**src/rtl/nios_system_sysid_ctrl.sv**
```systemverilog
// Sequencer/arbiter for the system-ID slave: post-reset self-check of the ID and
// timestamp words, then round-robin sharing of the slave between two requesters.
module nios_system_sysid_ctrl #(
  parameter logic [31:0] EXPECTED_ID  = 32'd0,
  parameter logic [31:0] EXPECTED_TS  = 32'd1512962994,
  parameter int unsigned READ_LATENCY = 1
) (
  input  logic        clock,
  input  logic        reset,
  output logic        sysid_address,
  input  logic [31:0] sysid_readdata,
  input  logic        recheck,
  input  logic        req0,
  input  logic        addr0,
  input  logic        req1,
  input  logic        addr1,
  output logic        gnt0,
  output logic        gnt1,
  output logic [31:0] rdata,
  output logic        rvalid0,
  output logic        rvalid1,
  output logic        check_done,
  output logic        id_ok,
  output logic        ts_ok
);

  typedef enum logic [1:0] {
    CHK_ID = 2'd0,
    CHK_TS = 2'd1,
    IDLE   = 2'd2,
    ACCESS = 2'd3
  } state_t;

  localparam logic [3:0] CAPTURE_CNT = 4'(READ_LATENCY - 1);

  state_t      state_q, state_d;
  logic [3:0]  cnt_q, cnt_d;
  logic        favour_q, favour_d;
  logic        owner_q, owner_d;
  logic        pending_q, pending_d;
  logic        sysid_address_q, sysid_address_d;
  logic        gnt0_q, gnt0_d;
  logic        gnt1_q, gnt1_d;
  logic        rvalid0_q, rvalid0_d;
  logic        rvalid1_q, rvalid1_d;
  logic [31:0] rdata_q, rdata_d;
  logic        check_done_q, check_done_d;
  logic        id_ok_q, id_ok_d;
  logic        ts_ok_q, ts_ok_d;
  logic        capture_s;
  logic        pick_s;

  // Counter reloads to zero on every state entry; readdata is sampled on the
  // READ_LATENCY-th edge the address has been held.
  assign capture_s = (cnt_q == CAPTURE_CNT);
  // pick_s = 1 selects requester 1; on contention the favoured one wins.
  assign pick_s    = (req0 && req1) ? favour_q : req1;

  // Next-state and registered-output computation
  always_comb begin
    state_d         = state_q;
    cnt_d           = cnt_q;
    favour_d        = favour_q;
    owner_d         = owner_q;
    pending_d       = pending_q;
    sysid_address_d = sysid_address_q;
    gnt0_d          = 1'b0;
    gnt1_d          = 1'b0;
    rvalid0_d       = 1'b0;
    rvalid1_d       = 1'b0;
    rdata_d         = rdata_q;
    check_done_d    = check_done_q;
    id_ok_d         = id_ok_q;
    ts_ok_d         = ts_ok_q;
    case (state_q)
      CHK_ID: begin
        pending_d = pending_q | recheck;
        if (capture_s) begin
          id_ok_d         = (sysid_readdata == EXPECTED_ID);
          sysid_address_d = 1'b1;
          cnt_d           = 4'd0;
          state_d         = CHK_TS;
        end else begin
          cnt_d = cnt_q + 4'd1;
        end
      end
      CHK_TS: begin
        pending_d = pending_q | recheck;
        if (capture_s) begin
          ts_ok_d      = (sysid_readdata == EXPECTED_TS);
          check_done_d = 1'b1;
          cnt_d        = 4'd0;
          state_d      = IDLE;
        end else begin
          cnt_d = cnt_q + 4'd1;
        end
      end
      IDLE: begin
        if (recheck || pending_q) begin
          pending_d       = 1'b0;
          check_done_d    = 1'b0;
          id_ok_d         = 1'b0;
          ts_ok_d         = 1'b0;
          sysid_address_d = 1'b0;
          cnt_d           = 4'd0;
          state_d         = CHK_ID;
        end else if (req0 || req1) begin
          gnt0_d          = ~pick_s;
          gnt1_d          = pick_s;
          owner_d         = pick_s;
          favour_d        = ~pick_s;
          sysid_address_d = pick_s ? addr1 : addr0;
          cnt_d           = 4'd0;
          state_d         = ACCESS;
        end else begin
          state_d = IDLE;
        end
      end
      ACCESS: begin
        pending_d = pending_q | recheck;
        if (capture_s) begin
          rdata_d   = sysid_readdata;
          rvalid0_d = ~owner_q;
          rvalid1_d = owner_q;
          cnt_d     = 4'd0;
          state_d   = IDLE;
        end else begin
          cnt_d = cnt_q + 4'd1;
        end
      end
      default: begin
        sysid_address_d = 1'b0;
        cnt_d           = 4'd0;
        state_d         = CHK_ID;
      end
    endcase
  end

  // State and output registers; reset drops any in-flight transaction
  always_ff @(posedge clock or posedge reset) begin
    if (reset) begin
      state_q         <= CHK_ID;
      cnt_q           <= 4'd0;
      favour_q        <= 1'b0;
      owner_q         <= 1'b0;
      pending_q       <= 1'b0;
      sysid_address_q <= 1'b0;
      gnt0_q          <= 1'b0;
      gnt1_q          <= 1'b0;
      rvalid0_q       <= 1'b0;
      rvalid1_q       <= 1'b0;
      rdata_q         <= 32'd0;
      check_done_q    <= 1'b0;
      id_ok_q         <= 1'b0;
      ts_ok_q         <= 1'b0;
    end else begin
      state_q         <= state_d;
      cnt_q           <= cnt_d;
      favour_q        <= favour_d;
      owner_q         <= owner_d;
      pending_q       <= pending_d;
      sysid_address_q <= sysid_address_d;
      gnt0_q          <= gnt0_d;
      gnt1_q          <= gnt1_d;
      rvalid0_q       <= rvalid0_d;
      rvalid1_q       <= rvalid1_d;
      rdata_q         <= rdata_d;
      check_done_q    <= check_done_d;
      id_ok_q         <= id_ok_d;
      ts_ok_q         <= ts_ok_d;
    end
  end

  assign sysid_address = sysid_address_q;
  assign gnt0          = gnt0_q;
  assign gnt1          = gnt1_q;
  assign rvalid0       = rvalid0_q;
  assign rvalid1       = rvalid1_q;
  assign rdata         = rdata_q;
  assign check_done    = check_done_q;
  assign id_ok         = id_ok_q;
  assign ts_ok         = ts_ok_q;

endmodule
```
**config.mk**
```make
export PLATFORM = sky130hd
export DESIGN_NAME = nios_system_sysid_ctrl
export DESIGN_NICKNAME = d
export VERILOG_FILES = /design/src/rtl/nios_system_sysid_ctrl.sv
export SDC_FILE = /design/constraint.sdc
export NUM_CORES = 1
export LEC_CHECK = 0
export ABC_AREA = 1
export CORE_MARGIN = 2
export CORE_UTILIZATION = 49
export DETAILED_ROUTE_END_ITERATION = 16
export GPL_ROUTABILITY_DRIVEN = 0
export PLACE_DENSITY = 0.91
export SLEW_MARGIN = 40
export SYNTH_ARGS = -nofsm -noshare
export SYNTH_HDL_FRONTEND = slang
export SYNTH_SLANG_ARGS = --single-unit
export TNS_END_PERCENT = 5
```
**constraint.sdc**
```tcl
create_clock -name clock -period 1.98 [get_ports clock]
set_input_delay 0.198 -clock clock [delete_from_list [all_inputs] [get_ports clock]]
set_output_delay 0.198 -clock clock [all_outputs]
set_load 0.01 [all_outputs]
```
==> metrics.md, run 1 <==
| Metric | Value |
|---|---|
| Run status | `finished, final reports clean` |
| CTS tree | `yes` |
| Die span in x | `72.7 um` |
| Max-Cap Viols | `0` |
| Tot GR Track Use | `0.206` |
| Leading cell type in the layout, fill and taps excluded | `nand2_1` |
| CP Launch Point | `id_ok` |
| Final Cycle Share | `0.726` |
| TritonRoute pass-1 iters | `4` |
| Hold Crit Class | `input port to asynchronous set/reset pin` |
| Reg area | `1230 um^2` |
| DRT antenna net count | `0` |
| Synth Register Bits | `49` |
| Antenna violations before repair | `0` |
| Number of global-route vias before repair | `1,986` |
| CP max-delay cell | `clkdlybuf4s50_1` |
| Layout cells sized above 1 | `0.0909` |
| Largest net degree at the start of global routing | `51` |
| Worst skew pair latency | `300 ps` |
| Mapped Area | `2310 um^2` |
| Die footprint | `5290 um^2` |
| Clk_skew | `7.76 ps` |
| Initial core utilization | `0.500` |
| Worst path bufs/invs | `1` |
| RSZ-0062 raised after global routing | `no` |
| Post-CTS setup buffer count | `0` |
| FP Rows | `25` |
| PortBufs | `78` |
| Lkg Pwr | `1.60 nW` |
| Slew headroom | `0.759` |
| Hold_buf cts | `0` |
| Fillers | `381` |
| Reg clk slew, reported paths | `90 ps` |
| Mapped Cells | `281` |
| First DRT Iteration DRCs | `113` |
| Via count | `2,006` |
| Dpl ws | `482 ps` |
| Critical Path End Type | `primary output` |
| WL/cell | `12.2 um` |
| CP max FO | `2` |
| CP required | `1780 ps` |
| Setup violators final | `0` |
| Setup TNS | `0 ps` |
| Worst IR Drop VDD | `650 uV` |
| Drt drc | `0` |
| Syn avg cell area | `8.24 um^2` |
| Register area share after synthesis | `0.530` |
| Total CTS buffers | `5` |
| Reg2Reg Depth | `8` |
| Area grow syn2layout | `40.9%` |
| Tmin final | `1440 ps` |
| Worst r2r src | `cnt_q[1]` |
| WS Path Type | `register to primary output` |
| Post-Route WL | `5.09 mm` |
| Detail Placement HPWL | `3.92 mm` |
| Slew of the pin with the lowest slew margin | `361 ps` |
| CP arrival | `1240 ps` |
| CTS resizes | `0` |
| Setup crit start kind | `register` |
| Multi-input gate area | `842 um^2` |
| Fin. Hold Viols | `0` |
| Reg2reg setup slack | `560 ps` |
| Fmax achieved | `695 MHz` |
| Final setup margin | `542 ps` |
| Critical path destination | `id_ok` |
| Hold WS | `182 ps` |
| Number of synthesis warnings | `0` |
| CP delay by family, top | `buffers and inverters` |
| Post-synthesis net count | `322` |
| Clock root cell | `clkbuf_8` |
| Share of the synthesized area in the top cell type | `0.530` |
| Most frequent cells in the layout | `nand2_1 (83), clkdlybuf4s50_1 (78), dfrtp_1 (49), inv_1 (45), nor2_1 (34)` |
| Dominant cell type by area after synthesis | `dfrtp_1` |
| Ports | `79` |
| Power Total | `0.00436 W` |
| H-tree levels | `2` |
| Synth area leaders | `dfrtp_1 (53%), nand2_1 (13%), inv_1 (7.5%), nor2_1 (5.5%), o21ai_2 (5.3%)` |
| Final Max Slew Viols | `0` |
| Cell chain of the critical path | `clkdlybuf4s50_1` |
| Nets | `403` |
| Die Ht | `72.7 um` |
| R2r endpoint | `rdata[24]` |
| Critical Path Stages | `1` |
| Via-per-instance ratio | `4.81` |
| Critical Path Max Stage Delay | `550 ps` |
| Netlist cell types | `23` |
| N_diodes | `0` |
| Gr ovfl total | `0` |
| Core ar. | `4630 um^2` |
| Num Clock Sinks | `49` |
| Clock buffer depth | `2` |
| Power per Cell Area | `1340 nW/um^2` |
| Global-route wire length before repair | `8.47 mm` |
==> synth_stat cells, drive strengths merged <==
| library cell | count |
|---|---|
| nand2 | 84 |
| o21bai | 2 |
| nor2 | 38 |
| nand3b | 1 |
| nand4 | 2 |
| a21oi | 1 |
| ha | 2 |
| o22ai | 1 |
| xor2 | 1 |
| nand3 | 5 |
| dfrtp | 49 |
| buf | 7 |
| xnor2 | 1 |
| o21ai | 39 |
| inv | 48 |
==> report_power, final <==
group	internal (W)	switching, W	leakage (nW)
Sequential	0.00142	0.000242	0.614
Combinational	0.00103	0.000950	0.931
Clock	0.000412	0.000312	0.0585
==> layer usage <==
| metal | share of wire | wire, um | global-route usage |
|---|---|---|---|
| met5 | 0 | 0 | 0 |
| met2 | 0.51 | 2580 | 0.359 |
| met4 | 0.015 | 78 | 0.0741 |
| met1 | 0.42 | 2130 | 0.245 |
| met3 | 0.059 | 301 | 0.0525 |
==> cell type report <==
type / instances / share of cell area
clock inverters: 1 / 0.00921
inverters: 48 / 0.0553
multi-input cells: 177 / 0.258
repair buffers: 81 / 0.254
flip-flops and latches: 49 / 0.376
clock buffers: 7 / 0.0265
well taps: 54 / 0.0207
==> sequential cells by signal, summed over array words and instances (netlist names) <==
name           count
id_ok              1
check_done         1
cnt_q              4
favour_q           1
rvalid0            1
sysid_address      1
pending_q          1
state_q            2
gnt1               1
owner_q            1
rdata             32
ts_ok              1
rvalid1            1
gnt0               1
==> kinds of logic (layout without fill, tap and decap cells) <==
kind of cell	after synthesis	in the layout	synth area share
adder cells (fa/ha/maj)	2	2	0.0108
flip-flops	49	49	0.530
AO/OA/AOI/OAI	43	43	0.118
AND/OR/NAND/NOR	130	130	0.227
buffers and inverters	55	137	0.106
XOR/XNOR	2	2	0.00757
==> worst min path at each step <==
| stage | end | cells past startpoint | from | slack, ps |
|---|---|---|---|---|
| after floorplan | rdata[18] | 2 | sysid_readdata[18] | 330 |
| after global placement | rvalid0 | 1 | owner_q | 410 |
| after detailed placement | rvalid0 | 1 | owner_q | 420 |
| after CTS | rdata[16] | 2 | reset | 190 |
| after global routing | rdata[23] | 2 | reset | 230 |
| final | rdata[19] | 2 | reset | 180 |
==> stage by stage <==
step | instance area [um^2] | cells | util
2_1_floorplan | 2310 | 281 | -
3_3_place_gp | 3140 | 409 | 0.679
3_5_place_dp | 3140 | 409 | 0.679
4_1_cts | 3260 | 417 | 0.704
5_1_grt | 3260 | 417 | 0.704
6_report | 3260 | 417 | 0.704
Note: power is estimated with default switching activity, not from simulation.
==> run 2, diff against run 1 <==
CORE_UTILIZATION = 45   (was 49)
PLACE_DENSITY = 0.85   (was 0.91)
clock period = 1.41 ns   (was 1.98 ns; I/O delays follow)
==> metrics.md, run 2 (same netlist as run 1, synthesis figures left out) <==
| Metric | Value |
|---|---|
| Run status | `finished, final reports clean` |
| Die footprint | `5730 um^2` |
| Worst IR Drop VDD | `1070 uV` |
| Final Max Slew Viols | `0` |
| Largest register FFs | `32` |
| N_diodes | `0` |
| Num Clock Sinks | `49` |
| Setup violators final | `0` |
| Slew headroom | `0.735` |
| Tot GR Track Use | `0.185` |
| CP max-delay cell | `dfrtp_1` |
| Nets | `413` |
| Layout cells sized above 1 | `0.185` |
| H-tree levels | `2` |
| Hold WS | `210 ps` |
| Die span in x | `75.7 um` |
| CP max FO | `7` |
| Hold Crit Class | `input port to asynchronous set/reset pin` |
| Reg2Reg Depth | `8` |
| Detail Placement HPWL | `4.03 mm` |
| Antenna violations before repair | `0` |
| Post-Route WL | `6.18 mm` |
| Critical Path End Type | `register` |
| Via-per-instance ratio | `4.78` |
| RSZ-0062 raised after global routing | `yes` |
| DRT antenna net count | `0` |
| Reg area | `1230 um^2` |
| Ports | `79` |
| Setup crit start kind | `register` |
| Largest net degree at the start of global routing | `53` |
| Slew of the pin with the lowest slew margin | `398 ps` |
| Initial core utilization | `0.459` |
| Fmax achieved | `717 MHz` |
| Drt drc | `0` |
| Cell chain of the critical path | `inv_2 > ha_4 > nand2_4 > inv_4 > nand3_2 > clkbuf_16 > nand2_1 > o21ai_1` |
| Number of global-route vias before repair | `1,940` |
| Fillers | `401` |
| Via count | `2,119` |
| Reg clk slew, reported paths | `80 ps` |
| Max-Cap Viols | `0` |
| PortBufs | `78` |
| WS Path Type | `register to register` |
| Die Ht | `75.7 um` |
| Global-route wire length before repair | `8.16 mm` |
| Clock buffer depth | `2` |
| Core ar. | `5040 um^2` |
| Tmin final | `1390 ps` |
| Gr ovfl total | `0` |
| Final Cycle Share | `0.989` |
| WL/cell | `13.9 um` |
| Hold_buf cts | `0` |
| CP required | `1590 ps` |
| Multi-input gate area | `951 um^2` |
| TritonRoute pass-1 iters | `4` |
| Power per Cell Area | `1930 nW/um^2` |
| Lkg Pwr | `1.71 nW` |
| First DRT Iteration DRCs | `110` |
| Fin. Hold Viols | `0` |
| CP arrival | `1570 ps` |
| Critical Path Max Stage Delay | `400 ps` |
| Clk_skew | `3.28 ps` |
| Core Util, Final | `0.704` |
| Worst skew pair latency | `290 ps` |
| Area grow syn2layout | `53.4%` |
| CTS tree | `yes` |
| Total CTS buffers | `5` |
| Clock root cell | `clkbuf_8` |
| Leading cell type in the layout, fill and taps excluded | `clkdlybuf4s50_1` |
| Most frequent cells in the layout | `clkdlybuf4s50_1 (78), nand2_1 (67), dfrtp_1 (47), inv_1 (43), nor2_1 (34)` |
| FP Rows | `26` |
## run 2: worst paths after layout
| kind | from | endpoint | slack (ps) |
|---|---|---|---|
| min | reset | rdata[16] | 210 |
| min reg2reg | owner_q | rvalid0 | 430 |
| max | cnt_q[0] | rdata[2] | 20 |
| min in group clock | sysid_readdata[22] | rdata[22] | 420 |
| max in group asynchronous | reset | cnt_q[2] | 950 |
| max reg2reg | cnt_q[0] | rdata[2] | 20 |
## run 2: final cells by class
type | count | area share
sequential | 49 | 0.346
timing repair buffer | 90 | 0.277
multi-input combinational | 178 | 0.268
inverter | 48 | 0.0514
tap | 70 | 0.0247
clock buffer | 7 | 0.0243
clock inverter | 1 | 0.00846
## run 2: report_power, final
part           internal [W]  leakage, nW  switching, W
logic               0.00182         1.04       0.00162
clock network      0.000578       0.0585      0.000428
registers           0.00199        0.612      0.000418
## run 2: through the flow
stage / setup WS, ps / cells / cell area (um^2) / power, W / setup TNS [ps]
after floorplan: 94.2 / 281 / 2310 / 0.00381 / 0
after global placement: -19.3 / 426 / 3170 / 0.00505 / -19.3
after detailed placement: -58.0 / 426 / 3170 / 0.00518 / -117
after CTS: 1.60 / 434 / 3290 / 0.00620 / 0
after global routing: -65.9 / 443 / 3550 / 0.00726 / -738
final: 15.4 / 443 / 3550 / 0.00685 / 0
## run 2: layer usage
metal | vias to the layer above | GRT usage | share of wire
met4 | 0 | 0.0624 | 0.016
met5 | - | 0 | 0
met3 | 9 | 0.0317 | 0.040
met2 | 61 | 0.349 | 0.56
li1 | 1043 | - | -
met1 | 1006 | 0.210 | 0.38
## run 2: repair_timing
action	4_1_cts	5_1_grt
setup endpoints to repair	0	37
buffers inserted	0	1
resized for setup	0	37
## run 2: critical path, delay by kind of cell, from the launching register on
kind	cells	cell delay [ps]
DFF	1	400
buffers and inverters	3	390
and+or+nand+nor	3	280
adders and majority gates	1	150
AOI/OAI and AO/OA	1	70
==> run 3, diff against run 2 <==
GPL_ROUTABILITY_DRIVEN = unset   (was 0)
==> results of run 3 <==
Same layout as run 2: the final DEF is identical, and so are final timing and power.
